==> src/rtl/debug_pkg.sv <==
// Shared constants and state encoding for the pipeline debug unit.
package debug_pkg;

    localparam logic [7:0] CMD_RUN  = 8'h63;
    localparam logic [7:0] CMD_HALT = 8'h68;
    localparam logic [7:0] CMD_STEP = 8'h73;
    localparam logic [7:0] CMD_DUMP = 8'h64;
    localparam logic [7:0] CMD_RST  = 8'h72;

    localparam logic [7:0] SYNC_BYTE   = 8'hA5;
    localparam int         FRAME_BYTES = 173;
    localparam int         SNAP_BITS   = 1376;
    localparam int         SNAP_BYTES  = SNAP_BITS / 8;
    localparam int         IDX_W       = 8;

    typedef enum logic [2:0] {
        HALT,
        RUN,
        STEP,
        SNAP,
        SEND,
        WAIT_TX
    } state_t;

endpackage

==> src/rtl/debug_snapshot.sv <==
// Capture register for the pipeline debug state; returns the frame byte at a given index
// (index 0 is the sync byte, then snapshot bytes most-significant first).
module debug_snapshot
    import debug_pkg::*;
#(
    parameter logic [7:0] SYNC_BYTE = debug_pkg::SYNC_BYTE
) (
    input  logic                 clk,
    input  logic                 rst,
    input  logic                 capture,
    input  logic [SNAP_BITS-1:0] state_in,
    input  logic [IDX_W-1:0]     index,
    output logic [7:0]           frame_byte
);

    logic [SNAP_BITS-1:0] snap;
    logic [IDX_W-1:0]     rev;
    logic [IDX_W+2:0]     lo;

    always_ff @(posedge clk) begin
        if (rst) begin
            snap <= '0;
        end else if (capture) begin
            snap <= state_in;
        end
    end

    // Byte k (1..SNAP_BYTES) sits (SNAP_BYTES-k) bytes above the LSB.
    assign rev = IDX_W'(SNAP_BYTES) - index;
    assign lo  = {rev, 3'b000};

    always_comb begin
        frame_byte = '0;
        if (index == '0) begin
            frame_byte = SYNC_BYTE;
        end else if (index <= IDX_W'(SNAP_BYTES)) begin
            frame_byte = snap[lo +: 8];
        end
    end

endmodule

==> src/rtl/debug_unit.sv <==
// UART-driven debug controller: run/halt/step the pipeline and dump its state
// as a sync-prefixed byte frame.
module debug_unit
    import debug_pkg::*;
#(
    parameter int         FRAME_BYTES = debug_pkg::FRAME_BYTES,
    parameter logic [7:0] SYNC_BYTE   = debug_pkg::SYNC_BYTE
) (
    input  logic          clk,
    input  logic          rst,
    input  logic [7:0]    rx_data,
    input  logic          rx_valid,
    input  logic          tx_ready,
    output logic          tx_start,
    output logic [7:0]    tx_data,
    output logic          pipe_enable,
    output logic          pipe_rst,
    input  logic [7:0]    pc,
    input  logic [39:0]   if_id,
    input  logic [143:0]  id_ex,
    input  logic [79:0]   ex_m,
    input  logic [79:0]   m_wb,
    input  logic [1023:0] registros
);

    state_t           state, state_nxt;
    logic [IDX_W-1:0] index, index_nxt;
    logic             capture;
    logic             tx_fire;
    logic             pipe_rst_nxt;
    logic [7:0]       frame_byte;

    debug_snapshot #(
        .SYNC_BYTE (SYNC_BYTE)
    ) u_snapshot (
        .clk        (clk),
        .rst        (rst),
        .capture    (capture),
        .state_in   ({pc, if_id, id_ex, ex_m, m_wb, registros}),
        .index      (index),
        .frame_byte (frame_byte)
    );

    always_comb begin
        state_nxt    = state;
        index_nxt    = index;
        capture      = 1'b0;
        tx_fire      = 1'b0;
        pipe_rst_nxt = 1'b0;
        case (state)
            HALT: begin
                if (rx_valid) begin
                    case (rx_data)
                        CMD_RUN:  state_nxt    = RUN;
                        CMD_STEP: state_nxt    = STEP;
                        CMD_DUMP: state_nxt    = SNAP;
                        CMD_RST:  pipe_rst_nxt = 1'b1;
                        default:  ;
                    endcase
                end
            end
            RUN: begin
                if (rx_valid && rx_data == CMD_HALT) state_nxt = HALT;
            end
            STEP: state_nxt = SNAP;
            SNAP: begin
                capture   = 1'b1;
                index_nxt = '0;
                state_nxt = SEND;
            end
            SEND: begin
                if (tx_ready) begin
                    tx_fire   = 1'b1;
                    state_nxt = WAIT_TX;
                end
            end
            WAIT_TX: begin
                // tx_start is still high in the first WAIT_TX cycle, which
                // masks a tx_ready the transmitter has not yet dropped.
                if (!tx_start && tx_ready) begin
                    if (index == IDX_W'(FRAME_BYTES - 1)) begin
                        state_nxt = HALT;
                    end else begin
                        index_nxt = index + 1'b1;
                        state_nxt = SEND;
                    end
                end
            end
            default: state_nxt = HALT;
        endcase
    end

    assign pipe_enable = (state == RUN) || (state == STEP);

    always_ff @(posedge clk) begin
        if (rst) begin
            state    <= HALT;
            index    <= '0;
            tx_start <= 1'b0;
            tx_data  <= 8'h00;
            pipe_rst <= 1'b0;
        end else begin
            state    <= state_nxt;
            index    <= index_nxt;
            tx_start <= tx_fire;
            pipe_rst <= pipe_rst_nxt;
            if (tx_fire) tx_data <= frame_byte;
        end
    end

endmodule

==> config.mk <==
export PLATFORM = sky130hd
export DESIGN_NAME = debug_unit
export DESIGN_NICKNAME = d
export VERILOG_FILES = /design/src/rtl/debug_pkg.sv /design/src/rtl/debug_snapshot.sv /design/src/rtl/debug_unit.sv
export SDC_FILE = /design/constraint.sdc
export NUM_CORES = 2
export LEC_CHECK = 0
export ABC_CLOCK_PERIOD_IN_PS = 8330
export BUFFER_PORTS_ARGS = -buffer_cell sky130_fd_sc_hd__clkbuf_2
export CAP_MARGIN = 0
export CORE_AREA = 2 2 550 552
export CTS_CLUSTER_DIAMETER = 120
export DETAILED_ROUTE_END_ITERATION = 6
export DIE_AREA = 0 0 552 554
export SYNTH_ARGS = -nofsm -noshare
export SYNTH_HDL_FRONTEND = slang
export SYNTH_HIERARCHICAL = 1
export SYNTH_SLANG_ARGS = --single-unit
==> constraint.sdc <==
create_clock -name clk -period 8.33 [get_ports clk]
set_input_delay 0.833 -clock clk [delete_from_list [all_inputs] [get_ports clk]]
set_output_delay 0.833 -clock clk [all_outputs]
set_load 0.01 [all_outputs]
==> impl_metrics.json <==
{
  "outcome": "completed",
  "r2r-start": "index[0]",
  "hold_path_class": "input pin to flip-flop",
  "synth_ff_type": "dfxtp_1",
  "finalSetupTns_ps": 0,
  "layout_common_cells": "nor2_1 (1413), clkbuf_2 (1397), dfxtp_1 (1396)",
  "regArea_sq_um": 28000,
  "cpPeakStageDelay_ps": 960,
  "vias_per_cell": 4.40,
  "antenna_found_initial": 204,
  "holdPathStages": 3,
  "overflow": 0,
  "cts_setup_buffers": 0,
  "maxSlewViolCount": 0,
  "critPathLaunchType": "flip-flop",
  "endpoint": "tx_data[4]",
  "r2r_cells": 11,
  "synth_area_sq_um": 60000,
  "clockRootBuffer": "clkbuf_16",
  "fin_util_pct": 25.7,
  "drc": 0,
  "synthArstFlopShare_pct": 0,
  "rrSetupSlack_ps": 3450,
  "timing.slew.headroom_pct": 18.1,
  "grt_start_max_net_pins": 160,
  "grt_pass1_vias": 45800,
  "fin_crit_sh_pct": 58.6,
  "rsz0062_at_grt": "false",
  "setup.worst_path.start": "index[0]",
  "wirelength_mm": 292,
  "dieHeight_um": 554,
  "yosysUniqueCellTypes": 55,
  "dr.pass1.iters": 7,
  "routed-via-count": 47500,
  "syn_nets": 6803,
  "final_common_cell": "nor2_1",
  "crit_required_ps": 8970,
  "worstSetupPathType": "flip-flop to flip-flop",
  "worstMarginPinSlew_ps": 1220,
  "insertion_delay_ps": 840,
  "max_freq_ghz": 0.205,
  "ys_warn_count": 6,
  "yosysSeqAreaShare_pct": 46.6,
  "dp_hpwl_mm": 233,
  "drive_above_1_share_pct": 31.9,
  "floorplan.initialDensity_pct": 20.1,
  "gpl.final_weighted_congestion": 0.935,
  "final_area_sq_um": 77000,
  "rows": 201,
  "dpl_cell_area_sq_um": 71200,
  "cap_violations": 0,
  "grt_first_pass_wirelength_mm": 389,
  "hold_buffers": 0,
  "syn_inst": 5412,
  "setup_viol": 0,
  "path_cells": "buf_4, buf_12, mux4_2, nand2_1, and3_1, a311oi_1, a311oi_1, o21ai_0, o211a_1, nand2_1, a21oi_1",
  "cts_tree": "yes",
  "power_density_nw_per_um2": 192,
  "critPathMaxFanout": 84,
  "dieArea_sq_um": 306000,
  "wl_per_cell_um": 27.1,
  "cts_buffer_depth": 4,
  "syn_avg_cell_area_sq_um": 11.1,
  "portBuffers": 1398,
  "fin_nets": 8017,
  "ys_seq_elements": 1397,
  "hold_viol_final": 0,
  "area_growth_pct": 28.3,
  "cts_max_level": 4,
  "synth-edff-count": 0,
  "grtUsageTotal_pct": 18.3,
  "core_area_sq_um": 299000,
  "end_kind": "flip-flop",
  "critPathArrivalTime_ps": 5530,
  "fp.dieW_um": 552,
  "fin_crit_ps": 4880,
  "slowest_stage": "a311oi_1",
  "multi_input_area_sq_um": 30400,
  "timing.rr.end": "tx_data[4]",
  "ant_nets": 0,
  "ir_drop_mv": 0.137,
  "drt_iter0_markers": 4496,
  "clock_skew_ps": 66.9,
  "path_clk_slew_ps": 70,
  "cts.sinks": 1397,
  "ctsResizeCount": 0,
  "power_leakage_nw": 27.0,
  "fill_cells": 32000,
  "cts_buffers": 166,
  "io_pins": 1399,
  "min_from": "registros[825]"
}
==> metal layers <==
layer	part of all wire (%)	routed length, um	track usage (%)
met5	0.30	864	0
met1	41	120000	22.4
met4	3.0	8760	5.83
met2	46	133000	29.2
met3	10	29700	7.58
==> power by group <==
| part | switching, mW | total (mW) | internal [mW] |
|---|---|---|---|
| clock | 3.14 | 7.56 | 4.42 |
| combinational | 0.318 | 0.574 | 0.256 |
| sequential | 0.000289 | 6.68 | 6.68 |
| total | 3.45 | 14.8 | 11.4 |
==> sequential cells by signal, summed over array words and instances (netlist names) <==
| register | flops |
|---|---|
| index | 8 |
| pipe_rst | 1 |
| state | 3 |
| tx_data | 8 |
| tx_start | 1 |
| u_snapshot/snap | 1376 |
==> critical path: cells and delay by family (launching register included) <==
kind,cells,cell delay (ps)
compound gates,5,1920
flops,1,380
mux,1,610
buf+inv,2,1120
simple gates,3,350
==> worst min-delay path by stage <==
stage | endpoint | slack, ps
after global placement | tx_data[0] | 450
after CTS | u_snapshot/snap[694] | 120
final | u_snapshot/snap[825] | 230
after global routing | u_snapshot/snap[717] | 160
after floorplan | u_snapshot/snap[1008] | 450
after detailed placement | tx_data[0] | 450
==> cell type report <==
| type | instances | share of cell area [%] |
|---|---|---|
| antenna | 78 | 0.253 |
| sequential | 1397 | 36.3 |
| tap | 3958 | 6.43 |
| clock inverter | 70 | 1.16 |
| inverter | 6 | 0.0390 |
| timing repair buffer | 1472 | 10.2 |
| multi-input combinational | 3583 | 39.5 |
| clock buffer | 228 | 6.15 |
==> cells in the mapped netlist (3+ instances only) <==
cell	instances	share of area (%)
nor2_1	1415	8.8
dfxtp_1	1397	47
mux2i_1	1395	23
mux4_2	391	15
clkbuf_1	250	1.6
nand2_1	135	0.84
buf_1	105	0.66
nand3_1	45	0.38
buf_2	41	0.34
buf_4	27	0.34
a21oi_1	22	0.18
a31oi_1	22	0.23
o21ai_0	17	0.14
nor3_1	12	0.10
a311oi_1	10	0.15
xnor2_1	9	0.13
nor4_1	8	0.083
o2111ai_1	8	0.12
nand4_1	7	0.073
a22o_1	6	0.088
inv_1	6	0.038
a32oi_1	5	0.073
xor2_1	5	0.073
a22oi_1	4	0.050
and3_1	4	0.042
nand2b_1	4	0.042
nor2b_1	4	0.042
o211a_1	4	0.067
or3_1	4	0.042
a2111oi_0	3	0.044
a211oi_1	3	0.038
a221oi_1	3	0.044
and2_1	3	0.031
and3b_1	3	0.044
buf_6	3	0.056
ha_1	3	0.063
nand3b_1	3	0.038
nor3b_1	3	0.038
o211ai_1	3	0.038
o21ai_1	3	0.025
==> cells by family after synthesis <==
| group | count (synthesis) | share of synthesized area, % |
|---|---|---|
| mux | 1786 | 37.9 |
| simple gates | 1654 | 10.7 |
| xor+xnor | 16 | 0.258 |
| buf+inv | 432 | 2.99 |
| fa+ha+maj | 3 | 0.0625 |
| compound gates | 124 | 1.46 |
| flops | 1397 | 46.6 |
==> metrics by stage <==
stage | std cells | hold slack, ps | setup WS [ps] | total power, mW
after detailed placement | 10400 | 451 | 3570 | 7.41
after global routing | 10700 | 156 | 3370 | 15.3
final | 10800 | 226 | 3450 | 14.8
after global placement | 10400 | 450 | 3530 | 7.41
after CTS | 10700 | 121 | 3540 | 15.0
after floorplan | 5412 | 455 | 4340 | 6.94
(Power assumes the default switching activity.)
